==> config.mk <==
export PLATFORM = sky130hd
export DESIGN_NAME = spi_slave_sync_flat
export DESIGN_NICKNAME = d
export VERILOG_FILES = /design/src/rtl/spi_slave_sync_if.sv /design/src/rtl/spi_slave_sync.sv /design/src/flat_wrapper.sv
export SDC_FILE = /design/constraint.sdc
export NUM_CORES = 1
export LEC_CHECK = 0
export CAP_MARGIN = 20
export CORE_MARGIN = 1
export CORE_UTILIZATION = 42
export DETAILED_ROUTE_END_ITERATION = 10
export PLACE_DENSITY = 0.76
export SETUP_SLACK_MARGIN = 0.1
export SLEW_MARGIN = 10
export SYNTH_ARGS = -nofsm -noshare
export SYNTH_HDL_FRONTEND = slang
export SYNTH_SLANG_ARGS = --single-unit
export TNS_END_PERCENT = 30
==> constraint.sdc <==
create_clock -name PCLK -period 1.8 [get_ports PCLK]
set_clock_uncertainty 0.1 [all_clocks]
set_input_delay 0.36 -clock PCLK [delete_from_list [all_inputs] [get_ports PCLK]]
set_output_delay 0.36 -clock PCLK [all_outputs]
set_load 0.005 [all_outputs]
==> src/rtl/spi_slave_sync_if.sv <==
// User-side handshake bundle for spi_slave_sync: TX holding buffer
// write port (TX_DATA/TX_VALID/TX_READY) and RX output port
// (RX_DATA/RX_VALID/RX_READY). Modport slave is the SPI block,
// modport master is the consumer/producer (e.g. the APB register block).
interface spi_slave_sync_if #(
   parameter int WIDTH = 8
);
   logic [WIDTH-1:0] TX_DATA;
   logic             TX_VALID;
   logic             TX_READY;
   logic [WIDTH-1:0] RX_DATA;
   logic             RX_VALID;
   logic             RX_READY;

   modport slave (
      input  TX_DATA,
      input  TX_VALID,
      input  RX_READY,
      output TX_READY,
      output RX_DATA,
      output RX_VALID
   );

   modport master (
      output TX_DATA,
      output TX_VALID,
      output RX_READY,
      input  TX_READY,
      input  RX_DATA,
      input  RX_VALID
   );
endinterface

==> src/rtl/spi_slave_sync.sv <==
// SPI slave oversampled in the PCLK domain; all four modes, WIDTH-bit
// words, multi-word frames, one-entry TX buffer and RX output register.
// Ports: PCLK, PRESET (sync, active-high), SCK/SS/MOSI (async pins),
//   MODE {CPOL,CPHA}, MISO/MISO_OE, BUSY, RX_OVERRUN, TX_UNDERRUN,
//   ERR_CLR, user (spi_slave_sync_if.slave: TX and RX handshakes).
// Optional: `define SPI_SLV_LSB_FIRST_EN adds LSB_FIRST (latched at SS fall).
module spi_slave_sync #(
   parameter int WIDTH       = 8,
   parameter int SYNC_STAGES = 2
) (
   input  logic       PCLK,
   input  logic       PRESET,
   input  logic       SCK,
   input  logic       SS,
   input  logic       MOSI,
   input  logic [1:0] MODE,
`ifdef SPI_SLV_LSB_FIRST_EN
   input  logic       LSB_FIRST,
`endif
   output logic       MISO,
   output logic       MISO_OE,
   output logic       BUSY,
   output logic       RX_OVERRUN,
   output logic       TX_UNDERRUN,
   input  logic       ERR_CLR,
   spi_slave_sync_if.slave user
);

   localparam int CW = (WIDTH > 2) ? $clog2(WIDTH) : 1;
   localparam logic [CW-1:0] LAST = CW'(WIDTH - 1);

   typedef enum logic {
      IDLE,
      ACTIVE
   } state_t;

   // pin synchronisers
   logic [SYNC_STAGES-1:0] sck_sync_q;
   logic [SYNC_STAGES-1:0] ss_sync_q;
   logic [SYNC_STAGES-1:0] mosi_sync_q;
   logic                   sck_prev_q;
   logic                   ss_prev_q;
   // fills with ones after reset; the sync chain holds genuine pin
   // values only once the last bit is set
   logic [SYNC_STAGES-1:0] flush_q;
   logic                   armed_q, armed_d;

   logic sck_s, ss_s, mosi_s;
   logic sck_rise, sck_fall;
   logic ss_fall, ss_rise;
   logic lead_edge, trail_edge;
   logic sample_edge, shift_edge;

   state_t           state_q, state_d;
   logic             cpol_q, cpol_d;
   logic             cpha_q, cpha_d;
   logic [CW-1:0]    cnt_q, cnt_d;
   logic [WIDTH-1:0] txreg_q, txreg_d;
   logic [WIDTH-1:0] rxreg_q, rxreg_d;
   logic             reload_q, reload_d;
   logic             empty_q, empty_d;
   logic [WIDTH-1:0] buf_q, buf_d;
   logic             full_q, full_d;
   logic [WIDTH-1:0] rxd_q, rxd_d;
   logic             rxv_q, rxv_d;
   logic             ovr_q, ovr_d;
   logic             und_q, und_d;
   logic             lsb_mode;
   logic             do_load;
   logic [WIDTH-1:0] rx_next;

`ifdef SPI_SLV_LSB_FIRST_EN
   logic lsb_q, lsb_d;
   assign lsb_mode = lsb_q;
`else
   assign lsb_mode = 1'b0;
`endif

   assign sck_s  = sck_sync_q[SYNC_STAGES-1];
   assign ss_s   = ss_sync_q[SYNC_STAGES-1];
   assign mosi_s = mosi_sync_q[SYNC_STAGES-1];

   assign sck_rise = sck_s & ~sck_prev_q;
   assign sck_fall = ~sck_s & sck_prev_q;
   // a fall only counts once SS has been seen high after reset
   assign ss_fall  = ss_prev_q & ~ss_s & armed_q;
   assign ss_rise  = ss_s & ~ss_prev_q;

   assign lead_edge   = cpol_q ? sck_fall : sck_rise;
   assign trail_edge  = cpol_q ? sck_rise : sck_fall;
   assign sample_edge = cpha_q ? trail_edge : lead_edge;
   assign shift_edge  = cpha_q ? lead_edge : trail_edge;

   assign armed_d = armed_q | (flush_q[SYNC_STAGES-1] & ss_s);

   assign rx_next = lsb_mode ? {mosi_s, rxreg_q[WIDTH-1:1]}
                             : {rxreg_q[WIDTH-2:0], mosi_s};

   assign BUSY        = (state_q == ACTIVE);
   assign MISO_OE     = BUSY;
   assign MISO        = BUSY & (lsb_mode ? txreg_q[0] : txreg_q[WIDTH-1]);
   assign RX_OVERRUN  = ovr_q;
   assign TX_UNDERRUN = und_q;

   assign user.TX_READY = ~full_q;
   assign user.RX_DATA  = rxd_q;
   assign user.RX_VALID = rxv_q;

   always_comb begin
      state_d  = state_q;
      cpol_d   = cpol_q;
      cpha_d   = cpha_q;
      cnt_d    = cnt_q;
      txreg_d  = txreg_q;
      rxreg_d  = rxreg_q;
      reload_d = reload_q;
      empty_d  = empty_q;
      buf_d    = buf_q;
      full_d   = full_q;
      rxd_d    = rxd_q;
      rxv_d    = rxv_q;
      ovr_d    = ovr_q;
      und_d    = und_q;
      do_load  = 1'b0;
`ifdef SPI_SLV_LSB_FIRST_EN
      lsb_d    = lsb_q;
`endif

      if (rxv_q && user.RX_READY) rxv_d = 1'b0;

      // clear first so a same-cycle set below wins
      if (ERR_CLR) begin
         ovr_d = 1'b0;
         und_d = 1'b0;
      end

      unique case (state_q)
         IDLE: begin
            if (ss_fall) begin
               state_d = ACTIVE;
               cpol_d  = MODE[1];
               cpha_d  = MODE[0];
               cnt_d   = '0;
`ifdef SPI_SLV_LSB_FIRST_EN
               lsb_d   = LSB_FIRST;
`endif
               if (MODE[0]) reload_d = 1'b1;
               else         do_load  = 1'b1;
            end
         end
         ACTIVE: begin
            if (ss_rise) begin
               state_d  = IDLE;
               cnt_d    = '0;
               reload_d = 1'b0;
               empty_d  = 1'b0;
               txreg_d  = '0;
               rxreg_d  = '0;
            end else if (shift_edge) begin
               if (reload_q) begin
                  reload_d = 1'b0;
                  do_load  = 1'b1;
               end else if (lsb_mode) begin
                  txreg_d = txreg_q >> 1;
               end else begin
                  txreg_d = txreg_q << 1;
               end
            end else if (sample_edge) begin
               if (empty_q) begin
                  und_d   = 1'b1;
                  empty_d = 1'b0;
               end
               rxreg_d = rx_next;
               if (cnt_q == LAST) begin
                  cnt_d    = '0;
                  rxd_d    = rx_next;
                  rxv_d    = 1'b1;
                  reload_d = 1'b1;
                  if (rxv_q && !user.RX_READY) ovr_d = 1'b1;
               end else begin
                  cnt_d = cnt_q + 1'b1;
               end
            end
         end
         default: state_d = IDLE;
      endcase

      // an empty buffer loads zeros; a write in the same cycle is
      // still stored because writes only happen while empty
      if (do_load) begin
         if (full_q) begin
            txreg_d = buf_q;
            full_d  = 1'b0;
            empty_d = 1'b0;
         end else begin
            txreg_d = '0;
            empty_d = 1'b1;
         end
      end

      if (user.TX_VALID && !full_q) begin
         buf_d  = user.TX_DATA;
         full_d = 1'b1;
      end
   end

   always_ff @(posedge PCLK) begin
      if (PRESET) begin
         sck_sync_q  <= '0;
         ss_sync_q   <= '1;
         mosi_sync_q <= '0;
         sck_prev_q  <= 1'b0;
         ss_prev_q   <= 1'b1;
         flush_q     <= '0;
         armed_q     <= 1'b0;
         state_q     <= IDLE;
         cpol_q      <= 1'b0;
         cpha_q      <= 1'b0;
         cnt_q       <= '0;
         txreg_q     <= '0;
         rxreg_q     <= '0;
         reload_q    <= 1'b0;
         empty_q     <= 1'b0;
         buf_q       <= '0;
         full_q      <= 1'b0;
         rxd_q       <= '0;
         rxv_q       <= 1'b0;
         ovr_q       <= 1'b0;
         und_q       <= 1'b0;
`ifdef SPI_SLV_LSB_FIRST_EN
         lsb_q       <= 1'b0;
`endif
      end else begin
         sck_sync_q  <= {sck_sync_q[SYNC_STAGES-2:0], SCK};
         ss_sync_q   <= {ss_sync_q[SYNC_STAGES-2:0], SS};
         mosi_sync_q <= {mosi_sync_q[SYNC_STAGES-2:0], MOSI};
         sck_prev_q  <= sck_s;
         ss_prev_q   <= ss_s;
         flush_q     <= {flush_q[SYNC_STAGES-2:0], 1'b1};
         armed_q     <= armed_d;
         state_q     <= state_d;
         cpol_q      <= cpol_d;
         cpha_q      <= cpha_d;
         cnt_q       <= cnt_d;
         txreg_q     <= txreg_d;
         rxreg_q     <= rxreg_d;
         reload_q    <= reload_d;
         empty_q     <= empty_d;
         buf_q       <= buf_d;
         full_q      <= full_d;
         rxd_q       <= rxd_d;
         rxv_q       <= rxv_d;
         ovr_q       <= ovr_d;
         und_q       <= und_d;
`ifdef SPI_SLV_LSB_FIRST_EN
         lsb_q       <= lsb_d;
`endif
      end
   end

endmodule

==> src/flat_wrapper.sv <==
// flat-port wrapper written by rule: the top's interface ports become plain ports
module spi_slave_sync_flat 
#(
   parameter int WIDTH       = 8,
   parameter int SYNC_STAGES = 2
)
  (PCLK, PRESET, SCK, SS, MOSI, MODE, MISO, MISO_OE, BUSY, RX_OVERRUN, TX_UNDERRUN, ERR_CLR, user_TX_DATA, user_TX_VALID, user_RX_READY, user_TX_READY, user_RX_DATA, user_RX_VALID);
  spi_slave_sync_if #(.WIDTH(WIDTH)) user_i ();
  input  logic PCLK;
  input  logic PRESET;
  input  logic SCK;
  input  logic SS;
  input  logic MOSI;
  input  logic [1:0] MODE;
  output logic MISO;
  output logic MISO_OE;
  output logic BUSY;
  output logic RX_OVERRUN;
  output logic TX_UNDERRUN;
  input  logic ERR_CLR;
  input wire logic [$bits(user_i.TX_DATA)-1:0] user_TX_DATA;
  input wire logic [$bits(user_i.TX_VALID)-1:0] user_TX_VALID;
  input wire logic [$bits(user_i.RX_READY)-1:0] user_RX_READY;
  output wire logic [$bits(user_i.TX_READY)-1:0] user_TX_READY;
  output wire logic [$bits(user_i.RX_DATA)-1:0] user_RX_DATA;
  output wire logic [$bits(user_i.RX_VALID)-1:0] user_RX_VALID;
  assign user_i.TX_DATA = user_TX_DATA;
  assign user_i.TX_VALID = user_TX_VALID;
  assign user_i.RX_READY = user_RX_READY;
  assign user_TX_READY = user_i.TX_READY;
  assign user_RX_DATA = user_i.RX_DATA;
  assign user_RX_VALID = user_i.RX_VALID;
  spi_slave_sync #(.WIDTH(WIDTH), .SYNC_STAGES(SYNC_STAGES)) u_core (.PCLK(PCLK), .PRESET(PRESET), .SCK(SCK), .SS(SS), .MOSI(MOSI), .MODE(MODE), .MISO(MISO), .MISO_OE(MISO_OE), .BUSY(BUSY), .RX_OVERRUN(RX_OVERRUN), .TX_UNDERRUN(TX_UNDERRUN), .ERR_CLR(ERR_CLR), .user(user_i));
endmodule
==> results.py <==
metrics = {
    "logic_synthesis": {
        "synth_fp_nets": 276,
        "synth-edff-count": 0,
        "count_of_mapped_cells_out_of_synthesis": 256,
        "postSynth.asyncResetShare": 0,
        "synth-warning-count": 0,
        "synth-seq-area-share": 0.467,
        "mean_post_synth_cell_area_um2": 9.04,
        "ys_dominant_reg_cell": "sky130_fd_sc_hd__dfxtp_1",
        "synth.lib_cells_used.distinct": 44,
        "syn-cell-area_um2": 2310,
        "yosys_register_bits": 54,
    },
    "grt": {
        "grt_max_degree": 35,
        "gr-total-overflow": 0,
        "grt_usage": 0.181,
        "grt_first_pass_wirelength_um": 8540,
        "number_of_antenna_violations_at_the_first_check_in_global_routing": 0,
        "via_count_of_the_first_global_routing_pass": 1810,
    },
    "setup_path": {
        "critical_path.max_fanout": 6,
        "r2r_setup_slack_ns": 0.1,
        "critPathKind": "reg2reg",
        "critPathLaunchType": "flip-flop",
        "r2r_cells": 5,
        "worst_setup_path_end_kind": "flip-flop",
        "cp_data_arrival_time_ns": 1.84,
        "cp_data_required_time_ns": 1.93,
        "reg2reg_from": "u_core.cpha_q",
        "endpoint_of_the_lowest_slack_register_to_register_path": "u_core.user.RX_DATA[7]",
    },
    "timing": {
        "timing.final.crit_share": 0.946,
        "setup_viol": 0,
        "fmax_ghz": 0.587,
        "slew_headroom": 0.727,
        "timing_worst_slew_pin_value_ns": 0.410,
        "finalHoldViolCount": 0,
        "min_period_ns": 1.70,
        "rsz0062_at_grt": "true",
        "slew_violations": 0,
    },
    "routing": {
        "route.met2.wl_um": 2270,
        "drt-vias-per-instance": 5.48,
        "wl_um": 5020,
        "ant_nets": 0,
        "detail_route.wirelength.met1_um": 2450,
        "routedWlPerCell_um": 13.5,
        "via_total_after_detailed_routing": 2034,
        "top_routing_layer_in_use": "met4",
        "met3_wirelength_um": 226,
        "detailedRoute.firstIterationViolations": 109,
        "drt_pass1_iterations": 4,
        "drc": 0,
    },
    "placement": {
        "place.gp.congestion": 0.852,
        "placed_cell_area_um2": 2850,
        "placement.io_buffers": 32,
        "hpwl_um": 3440,
    },
    "die": {
        "die_area_um2": 5810,
        "chipWidth_um": 76.2,
        "floorplan.io_pins": 33,
        "die_height_um": 76.2,
        "initial_utilization": 0.444,
        "core_region_um2": 5200,
        "num_rows": 26,
    },
    "power_and_ir_drop": {
        "power.ir.vdd_worst_v": 0.000506,
        "cellLeakagePower_nw": 1.11,
        "power.total_mw": 2.23,
        "p_per_area_nw_per_um2": 727,
    },
    "finish": {
        "nNetsFinal": 320,
        "fin_area_um2": 3070,
        "drive_above_1_share": 0.169,
        "fillCellCount": 457,
        "growth_of_design_area_from_synthesis_to_finish_pct": 32.8,
        "antennaDiodeCount": 0,
    },
    "hold_path": {
        "min_delay_worst_endpoint": "u_core.ss_sync_q[1]",
        "worst_hold_startpoint": "u_core.ss_sync_q[0]",
        "hold_path_class": "reg2reg",
        "timing.hold.worst_path_depth": 1,
    },
    "clocking": {
        "cts_htree_levels": 2,
        "cts_tree": "done",
        "cts_hold_repair.buffers": 0,
        "cts-root-to-sink-buffers": 2,
        "clk_latency_ns": 0.30,
        "clkTransAtPathRegs_ns": 0.09,
        "ctsRootBufferMaster": "sky130_fd_sc_hd__clkbuf_8",
        "clock-sinks": 54,
        "cts_made_buffers": 5,
    },
    "outcome": {
        "outcome": "completed",
    },
    "run": {
        "cap_viol_max_count": 0,
    },
}
## cell type report
type,count,area (um^2),area share
multi-input cells,177,1210,0.396
flip-flops and latches,54,1090,0.355
repair buffers,56,547,0.178
well taps,70,87.6,0.0285
clock buffers,6,72.6,0.0236
clock inverters,2,37.5,0.0122
inverters,6,22.5,0.00733
## cell families after synthesis
kind of cell,Yosys count,share of synthesized area
buf+inv,25,0.0460
mux,18,0.0806
xor+xnor,1,0.00703
fa+ha+maj,2,0.0108
simple gates,110,0.246
flops,54,0.467
compound gates,46,0.143
## worst max-delay path by stage
stage / start / depth (start not counted) / endpoint / slack (ns)
detailed placement: MODE[0] / 6 / u_core.txreg_q[7] / -0.20
finish: u_core.cpha_q / 5 / u_core.user.RX_DATA[7] / 0.1
global placement: MODE[0] / 5 / u_core.txreg_q[6] / -0.1
global route: u_core.cpha_q / 5 / u_core.user.RX_DATA[7] / -0.02
floorplan: u_core.cpha_q / 5 / u_core.user.RX_DATA[3] / 0.11
CTS: u_core.cpol_q / 5 / u_core.user.RX_DATA[3] / 0.07
## placed cells by master (no fill, tap or decap), types with 3 or more instances in the layout
cell type / instances
sky130_fd_sc_hd__a21oi_1: 12
sky130_fd_sc_hd__a311oi_1: 6
sky130_fd_sc_hd__a32oi_1: 8
sky130_fd_sc_hd__buf_12: 3
sky130_fd_sc_hd__buf_4: 19
sky130_fd_sc_hd__clkbuf_8: 5
sky130_fd_sc_hd__clkdlybuf4s50_1: 27
sky130_fd_sc_hd__dfxtp_1: 49
sky130_fd_sc_hd__dfxtp_2: 4
sky130_fd_sc_hd__dlygate4sd2_1: 3
sky130_fd_sc_hd__inv_1: 5
sky130_fd_sc_hd__mux2i_1: 14
sky130_fd_sc_hd__nand2_1: 39
sky130_fd_sc_hd__nand2b_1: 4
sky130_fd_sc_hd__nand3_1: 13
sky130_fd_sc_hd__nand4_1: 8
sky130_fd_sc_hd__nor2_1: 7
sky130_fd_sc_hd__nor2b_1: 8
sky130_fd_sc_hd__nor3_1: 15
sky130_fd_sc_hd__o22ai_1: 7
sky130_fd_sc_hd__or2_2: 3
## flip-flops by register name, indices dropped and copies added, names as in the netlist, 2 cells and up
name	cells
u_core.buf_q	8
u_core.cnt_q	3
u_core.flush_q	2
u_core.mosi_sync_q	2
u_core.rxreg_q	7
u_core.sck_sync_q	2
u_core.ss_sync_q	2
u_core.txreg_q	8
u_core.user.RX_DATA	8
## report_power, final
group          total (mW)  internal (mW)  switching, mW
clock network       0.794          0.415          0.379
registers            1.25           1.22         0.0248
logic               0.192         0.0988         0.0928
## synthesized netlist by cell type (all sizes together) (3+ instances only)
library cell / count / area, um^2
buf: 8 / 42.5
nand4: 9 / 62.6
o21ai: 3 / 18.8
or2: 3 / 18.8
nand2b: 4 / 25.0
clkbuf: 11 / 41.3
nand3: 13 / 65.1
nand2: 39 / 146
o22ai: 7 / 43.8
inv: 5 / 18.8
mux2i: 16 / 164
nor3: 15 / 75.1
nor2b: 8 / 50.1
nor2: 8 / 32.5
a311oi: 7 / 61.3
a32oi: 8 / 70.1
dfxtp: 54 / 1080
a21oi: 12 / 60.1
## worst max-delay path, stage by stage, from the launching register on
cell and delay, ns:
sky130_fd_sc_hd__dfxtp_2 0.36, sky130_fd_sc_hd__xnor2_4 0.25, sky130_fd_sc_hd__mux2i_4 0.34, sky130_fd_sc_hd__and4_1 0.26
sky130_fd_sc_hd__buf_6 0.15, sky130_fd_sc_hd__mux2i_1 0.19
## metal layers
layer  up-vias  track usage
met1       949        0.251
li1       1023            -
met4         0       0.0712
met3         6       0.0299
met2        56        0.279
met5         -            0
## timing repair
action	CTS	global route
endpoints found under the setup margin	20	21
pin swaps	2	5
cloned	0	0
setup buffers	3	1
resized for setup	8	14
## per-stage QoR
| stage | worst slack (ns) | setup TNS (ns) | std cells | hold slack [ns] | utilization |
|---|---|---|---|---|---|
| floorplan | 0.106 | 0 | 256 | 0.289 | - |
| global placement | -0.0969 | -0.767 | 359 | 0.292 | 0.547 |
| detailed placement | -0.200 | -1.42 | 359 | 0.296 | 0.547 |
| CTS | 0.0723 | 0 | 370 | 0.319 | 0.573 |
| global route | -0.0207 | -0.0272 | 371 | 0.350 | 0.590 |
| finish | 0.0978 | 0 | 371 | 0.312 | 0.590 |
No activity file was read; power rests on OpenSTA's default activity.
